### src/rtl/mips_pkg.sv
// rtl/mips_pkg.sv - shared writeback-control bit indices and default widths
package mips_pkg;

    localparam int WB_REGWRITE     = 1;
    localparam int WB_MEMTOREG     = 0;

    localparam int DEF_DATA_W      = 32;
    localparam int DEF_REG_ADDR_W  = 5;
    localparam int DEF_WB_W        = 2;
    localparam int DEF_STALL_CNT_W = 16;

endpackage

### src/rtl/skid_slot.sv
// rtl/skid_slot.sv - one valid flag plus payload register with load and clear
module skid_slot #(
    parameter int PAYLOAD_W = 8
) (
    input  logic                 clk,
    input  logic                 rst_n,
    input  logic                 load,
    input  logic                 clear,
    input  logic [PAYLOAD_W-1:0] d,
    output logic                 valid,
    output logic [PAYLOAD_W-1:0] q
);

    always_ff @(posedge clk or negedge rst_n) begin
        if (!rst_n) begin
            valid <= 1'b0;
        end else if (clear) begin
            valid <= 1'b0;
        end else if (load) begin
            valid <= 1'b1;
        end
    end

    // Clear wins over load, and a squashed load must not disturb the stale payload.
    always_ff @(posedge clk or negedge rst_n) begin
        if (!rst_n) begin
            q <= '0;
        end else if (load && !clear) begin
            q <= d;
        end
    end

endmodule

### src/rtl/mem_wb_pipe.sv
// rtl/mem_wb_pipe.sv - MEM->WB pipeline register with 2-entry skid, flush, forwarding and stall counter
module mem_wb_pipe
    import mips_pkg::*;
#(
    parameter int DATA_W      = DEF_DATA_W,
    parameter int REG_ADDR_W  = DEF_REG_ADDR_W,
    parameter int WB_W        = DEF_WB_W,
    parameter int STALL_CNT_W = DEF_STALL_CNT_W
) (
    input  logic                   clk,
    input  logic                   rst_n,
    input  logic                   flush,
    input  logic                   in_valid,
    output logic                   in_ready,
    input  logic [WB_W-1:0]        in_wb,
    input  logic [DATA_W-1:0]      in_mem_rdata,
    input  logic [DATA_W-1:0]      in_alu_res,
    input  logic [REG_ADDR_W-1:0]  in_rd,
    output logic                   out_valid,
    input  logic                   out_ready,
    output logic [WB_W-1:0]        out_wb,
    output logic [REG_ADDR_W-1:0]  out_rd,
    output logic [DATA_W-1:0]      wb_data,
    output logic                   wb_we,
    output logic                   fwd_valid,
    output logic [REG_ADDR_W-1:0]  fwd_rd,
    output logic [DATA_W-1:0]      fwd_data,
    output logic [STALL_CNT_W-1:0] stall_cnt
);

    localparam int PW = WB_W + 2 * DATA_W + REG_ADDR_W;

    logic          head_valid, skid_valid;
    logic          head_load, head_clear, skid_load, skid_clear;
    logic [PW-1:0] in_payload, head_payload, skid_payload, head_d;
    logic [DATA_W-1:0] head_mem, head_alu;
    logic          accept, drain, rd_live;

    assign in_payload = {in_wb, in_mem_rdata, in_alu_res, in_rd};
    assign in_ready   = !skid_valid;
    assign accept     = in_valid && in_ready;
    assign drain      = head_valid && out_ready;

    always_comb begin
        head_load  = 1'b0;
        head_clear = 1'b0;
        skid_load  = 1'b0;
        skid_clear = 1'b0;
        head_d     = skid_valid ? skid_payload : in_payload;
        if (flush) begin
            head_clear = 1'b1;
            skid_clear = 1'b1;
        end else if (!skid_valid) begin
            if (!head_valid || drain) begin
                head_load  = accept;
                head_clear = !accept && drain;
            end else begin
                skid_load = accept;
            end
        end else if (drain) begin
            // Skid refills the head; input is blocked this cycle because in_ready is low.
            head_load  = 1'b1;
            skid_clear = 1'b1;
        end
    end

    skid_slot #(.PAYLOAD_W(PW)) u_head (
        .clk   (clk),
        .rst_n (rst_n),
        .load  (head_load),
        .clear (head_clear),
        .d     (head_d),
        .valid (head_valid),
        .q     (head_payload)
    );

    skid_slot #(.PAYLOAD_W(PW)) u_skid (
        .clk   (clk),
        .rst_n (rst_n),
        .load  (skid_load),
        .clear (skid_clear),
        .d     (in_payload),
        .valid (skid_valid),
        .q     (skid_payload)
    );

    assign {out_wb, head_mem, head_alu, out_rd} = head_payload;

    assign out_valid = head_valid;
    assign wb_data   = out_wb[WB_MEMTOREG] ? head_mem : head_alu;
    assign rd_live   = head_valid && out_wb[WB_REGWRITE] && (out_rd != '0);
    assign wb_we     = rd_live && out_ready;
    assign fwd_valid = rd_live;
    assign fwd_rd    = out_rd;
    assign fwd_data  = wb_data;

    always_ff @(posedge clk or negedge rst_n) begin
        if (!rst_n) begin
            stall_cnt <= '0;
        end else if (head_valid && !out_ready && (stall_cnt != '1)) begin
            stall_cnt <= stall_cnt + 1'b1;
        end
    end

endmodule

### config.mk
export PLATFORM = sky130hd
export DESIGN_NAME = mem_wb_pipe
export DESIGN_NICKNAME = d
export VERILOG_FILES = /design/src/rtl/mips_pkg.sv /design/src/rtl/skid_slot.sv /design/src/rtl/mem_wb_pipe.sv
export SDC_FILE = /design/constraint.sdc
export NUM_CORES = 1
export LEC_CHECK = 0
export CAP_MARGIN = 20
export CORE_MARGIN = 2
export CORE_UTILIZATION = 51
export CTS_CLUSTER_DIAMETER = 40
export DETAILED_ROUTE_END_ITERATION = 6
export HOLD_SLACK_MARGIN = 0.05
export PLACE_DENSITY = 0.81
export SLEW_MARGIN = 20
export SYNTH_ARGS = -nofsm -noshare
export SYNTH_HDL_FRONTEND = slang
export SYNTH_SLANG_ARGS = --single-unit
export TNS_END_PERCENT = 20
### constraint.sdc
create_clock -name clk -period 2.4 [get_ports clk]
set_clock_uncertainty 0.2 [all_clocks]
set_input_delay 0.36 -clock clk [delete_from_list [all_inputs] [get_ports clk]]
set_output_delay 0.36 -clock clk [all_outputs]
set_load 0.01 [all_outputs]
==> results.cfg, run 1 <==
[setup_path]
worst-path-stages = 4
crit_buf_inv = 1
endpoint_kind = output pin
ff2ff_path_depth = 5
crit_arrival_ps = 1820
critPathKind = register to output pin
crit_path_cell_trace = or3_1, o311a_1, and2_1, buf_2
critPathTopFamily = simple AND/OR/NAND/NOR gates
critPathLaunch = u_head.q[3]
reg2reg_to = stall_cnt[1]
rrSetupSlack_ps = 340
required_ps = 1840
cp_max_fo = 3
start_kind = register
endpoint = wb_we
reg2reg_from = stall_cnt[0]
crit_slowest_cell = dfrtp_1
critPathMaxStageDelay_ps = 400

[final_layout]
drive_gt1_frac = 0.209
nFillCells = 1037
diodes = 0
fin_area_sq_um = 9830
syn_to_final_growth_pct = 30.7
finalNetCount = 830

[placement]
place_area_sq_um = 9230
post-place-ws_ps = 143
dp_hpwl_mm = 11.1
numPortBuffers = 171
place.gp.congestion = 0.866

[global_route]
grt_use_total = 0.212
grt_pass1_wl_mm = 26.8
grt_max_degree = 57
antenna_found_initial = 0
globalRouteOverflowTotal = 0
grt_pass1_vias = 5387

[floorplanning]
num_io_pins = 172
dieWidth_um = 125
row_count = 44
initial_core_util = 0.519
fp.dieArea_sq_um = 15700
core_area_sq_um = 14500
die_height_um = 125

[clock_tree]
cts-root-buf = clkbuf_16
clock_path_buffers = 2
cts_buffers = 17
cts.sink_count = 160
cts_tree = built
h-tree-depth = 4
path_clk_slew_ps = 60
clock_latency_ps = 410

[timing]
layout_setup_ws_ps = 23.6
period_minus_slack_ps = 2380
max_slew_margin = 0.538
worst_pin_slew_ps = 693
setup_viol = 0
fmax_mhz = 421
hold_viol = 0
holdWs_ps = 288
rsz0062_at_grt = true
tns_ps = 0
finalCritPeriodShare = 0.990
drv_slew = 0

[drt]
drt-wirelength-per-cell_um = 17.0
ant_nets = 0
drt-total-wl_mm = 16.1
drt_pass1_iterations = 4
via_per_inst = 5.37
drc = 0
via_count = 5098
drt-initial-drc-count = 228

[logic_synthesis]
synth-seq-cells = 160
synthesis.nets = 698
synth_top_area_frac = 0.532
syn_inst = 621
synth_area_sq_um = 7520
synth_ff_type = dfrtp_1
synth_area_leader_cell = dfrtp_1
ys_async_sr_fraction = 1.00
synth_area_leaders = dfrtp_1 53%, mux2_2 15%, mux2i_1 9.5%, a21oi_1 4.9%, buf_4 4.5%
synth_cell_types = 39
syn_avg_cell_area_sq_um = 12.1
synth_most_common_cell = dfrtp_1
seq_area_frac_synth = 0.532
synth_edf_count = 0
ys_warn_count = 0
netlist_top_cells_count = 160 x dfrtp_1, 98 x mux2_2, 74 x a21oi_1, 71 x mux2i_1, 71 x nor2_1

[job]
drv_cap = 0

[power]
power.density_nw_per_um2 = 907
ir_drop_v = 0.000561
power_leakage_nw = 4.04
total_power_mw = 8.91

[min_path]
hp-class = input port to asynchronous set/reset pin

[status]
status = complete, no violations
## report_power, final
group / switching, mW / internal [mW]
logic: 0.954 / 1.24
clock network: 1.08 / 1.93
registers: 0.386 / 3.32
total: 2.42 / 6.49
## registers in the layout, summed over array words and instances (netlist names)
signal / cells
stall_cnt: 16
u_head.q: 71
u_head.valid: 1
u_skid.q: 71
u_skid.valid: 1
## how the worst min path moves through the flow
| stage | from | end | cells after the start |
|---|---|---|---|
| after floorplan | rst_n | stall_cnt[0] | 0 |
| after global placement | rst_n | stall_cnt[9] | 1 |
| after CTS | rst_n | u_head.q[31] | 2 |
| after detailed placement | rst_n | stall_cnt[9] | 1 |
| after global routing | u_skid.q[39] | u_skid.q[39] | 1 |
| final | rst_n | stall_cnt[5] | 2 |
## cells in the final DEF, fill, tap and decap left out, types with 3 or more instances in the layout
cell / Yosys / final
buf_12: 0 / 12
nand4_1: 4 / 4
dlygate4sd2_1: 0 / 62
nor2_1: 71 / 71
clkbuf_16: 0 / 17
nand3_1: 3 / 3
mux2_1: 7 / 7
mux2_2: 98 / 98
bufinv_16: 0 / 5
xor2_1: 3 / 3
nand2_1: 7 / 7
dfrtp_1: 160 / 158
clkbuf_8: 0 / 3
clkinvlp_4: 0 / 5
clkdlybuf4s50_1: 0 / 106
xnor2_1: 10 / 10
and2_1: 3 / 3
mux2i_1: 71 / 71
o21ai_0: 3 / 3
a21oi_1: 74 / 74
buf_4: 45 / 10
## cell families after synthesis
kind of cell | after synthesis | synth area share
buffers and inverters | 83 | 0.0742
DFF | 160 | 0.532
muxes | 176 | 0.252
adders and majority gates | 1 | 0.00166
and+or+nand+nor | 104 | 0.0646
AOI/OAI and AO/OA | 84 | 0.0602
xor gates and xnor gates | 13 | 0.0151
## per-layer routing
layer / share of wire / global-route usage
met2: 0.51 / 0.358
met5: 0 / 0
met4: 0.019 / 0.0778
met1: 0.43 / 0.269
met3: 0.047 / 0.0492
## layout make-up
class / instances / area, sq um / share of cell area
repair buffers: 194 / 1960 / 0.199
well taps: 184 / 230 / 0.0234
flip-flops and latches: 160 / 4010 / 0.408
clock buffers: 20 / 467 / 0.0475
clock inverters: 12 / 205 / 0.0209
inverters: 2 / 7.51 / 0.000764
multi-input cells: 378 / 2960 / 0.301
## timing repair
item                                    in CTS  in global routing
pin swaps                                    1                  3
gates resized for setup                     66                  2
endpoints found under the hold margin       51                  0
hold buffers                                 1                  0
buffers inserted                             0                  1
endpoints found under the setup margin      64                  1
## through the flow
stage               std cells  utilization
floorplan                 621            -
CTS                       949        0.679
detailed placement        916        0.637
global route              950        0.679
finish                    950        0.679
global placement          916        0.637
No activity file was read; power rests on OpenSTA's default activity.
==> run 2, diff against run 1 <==
==> constraint.sdc (replaced) <==
create_clock -name clk -period 2.4 [get_ports clk]
set_clock_uncertainty 0.2 [all_clocks]
set_input_delay 0.24 -clock clk [delete_from_list [all_inputs] [get_ports clk]]
set_output_delay 0.24 -clock clk [all_outputs]
set_load 0.01 [all_outputs]
==> run 2 against run 1 <==
  * First-iteration DRC count down 2.6%
  * Via count is 0.92% lower
  * Maximum frequency is 4.1% higher
  * Sequential share of layout area up 0.80 points
  * Non-clock buffer count fell by 6
  * Worst setup slack gained 93 ps
  * Critical path depth fell by 1
  * Global-route usage is 1.1 points lower
  * Clock-buffer cell count down 2
  * Wire length fell by 3.5%
  * Critical path type unchanged
  * Highest routed layer unchanged
==> results.cfg, run 2 (synthesis gave the netlist of run 1 again) <==
[drt]
drc = 0
drt-wirelength-per-cell_um = 16.5
via_per_inst = 5.35
via_count = 5051
drt-total-wl_mm = 15.6
ant_nets = 0
drt-initial-drc-count = 222
drt_pass1_iterations = 4

[floorplanning]
row_count = 44
dieWidth_um = 125
initial_core_util = 0.519
fp.dieArea_sq_um = 15700
die_height_um = 125
num_io_pins = 172
core_area_sq_um = 14500

[power]
comb_power_share = 0.270
p_int_mw = 6.00
switching_share = 0.291
power.density_nw_per_um2 = 877
p_sw_mw = 2.46
ir_drop_v = 0.000534
share_seq_of_total_power = 0.437
power_leakage_nw = 3.94
pwr-share-clk = 0.293

[setup_path]
rrSetupSlack_ps = 330
required_ps = 1960
cp_max_fo = 16
crit_arrival_ps = 1840
critPathKind = register to output pin
ff2ff_path_depth = 5
reg2reg_from = u_skid.valid
critPathLaunch = u_head.q[69]
start_kind = register
endpoint = wb_data[16]
endpoint_kind = output pin
reg2reg_to = u_head.q[52]

[final_layout]
layout_common_cells = 158 x dfrtp_1, 125 x clkdlybuf4s50_1, 98 x mux2_2
syn_to_final_growth_pct = 28.2
final_util = 0.666
diodes = 0
instances_no_fill = 944
finalNetCount = 824
final_common_cell = dfrtp_1
nFillCells = 1082
drive_gt1_frac = 0.203
reg_top3 = u_head.q x71, u_skid.q x71, stall_cnt x16
fin_area_sq_um = 9640

[clock_tree]
clock_path_buffers = 2
clock_latency_ps = 420
h-tree-depth = 4
cts_tree = built
cts-root-buf = clkbuf_16
cts_buffers = 17
cts.sink_count = 160
path_clk_slew_ps = 60

[timing]
fmax_mhz = 438
max_slew_margin = 0.559
finalCritPeriodShare = 0.951
worst_pin_slew_ps = 662
hold_viol = 0
holdWs_ps = 125
drv_slew = 0
period_minus_slack_ps = 2280
setup_viol = 0
layout_setup_ws_ps = 117
rsz0062_at_grt = false

[min_path]
hp-class = input port to asynchronous set/reset pin

[status]
status = complete, no violations

[placement]
numPortBuffers = 171
post-place-ws_ps = 149
dp_hpwl_mm = 10.5
placed_cells = 907
place.gp.congestion = 0.803
place_area_sq_um = 9090

[global_route]
antenna_found_initial = 0
grt_pass1_wl_mm = 25.2
grt_use_total = 0.202
grt_max_degree = 72
grt_pass1_vias = 5121
globalRouteOverflowTotal = 0

[job]
drv_cap = 0
==> run 2: changes by cell type in the layout (fill, tap and decap cells not counted), moves of 2 or more <==
cell / previous run / this run
buf_12: 12 / 7
buf_4: 10 / 8
bufinv_16: 5 / 0
clkbuf_8: 3 / 1
clkdlybuf4s50_1: 106 / 125
clkinv_2: 0 / 2
clkinv_4: 1 / 5
dlygate4sd2_1: 62 / 44
inv_6: 1 / 3
==> run 2: power groups by stage <==
stage	combinational, mW	clock [mW]	sequential [mW]
after detailed placement	2.42	0	3.74
after global routing	2.46	2.65	3.77
final	2.28	2.48	3.70
after global placement	2.35	0	3.69
after CTS	2.27	2.53	3.70
after floorplan	1.49	0	3.63
==> run 2: routing by layer <==
layer  global-route usage  part of all wire  up-vias  wire, um
met5                    0                 0        -         0
met3               0.0458             0.042       24       652
met1                0.267              0.45     2507      6970
met4               0.0830             0.023        0       356
li1                     -                 -     2379         -
met2                0.324              0.49      141      7580
==> run 2: how the worst min path moves through the flow <==
stage,end,slack [ps],depth (start not counted)
floorplan,stall_cnt[0],-260,0
global placement,stall_cnt[8],6,1
detailed placement,stall_cnt[9],20,1
CTS,stall_cnt[9],130,2
global route,stall_cnt[7],160,2
finish,stall_cnt[2],120,2
==> run 2: cell type report <==
type                       instances  area, sq um  area share
tap                              184          230      0.0239
timing repair buffer             188         1890       0.196
inverter                           2         7.51    0.000779
clock buffer                      18          439      0.0455
sequential                       160         4010       0.416
clock inverter                    14          110      0.0114
multi-input combinational        378         2960       0.307
==> run 2: repair_timing <==
item / 4_1_cts / 5_1_grt
endpoints found under the hold margin: 160 / 0
setup endpoints to repair: 46 / 20
hold buffers: 1 / 0
gates resized for setup: 45 / 2
gates cloned: 0 / 1
setup buffers: 0 / 3
pin swaps: 0 / 1
==> run 2: critical path, cell delays in order (launching register included) <==
cell,delay (ps)
dfrtp_2,390
buf_12,180
mux2_2,360
clkdlybuf4s50_1,480
==> run 2: metrics by stage <==
stage	TNS, ps	total power [mW]
5_1_grt	0	8.89
4_1_cts	-10.9	8.49
2_1_floorplan	0	5.12
3_3_place_gp	0	6.04
3_5_place_dp	0	6.16
6_report	0	8.45
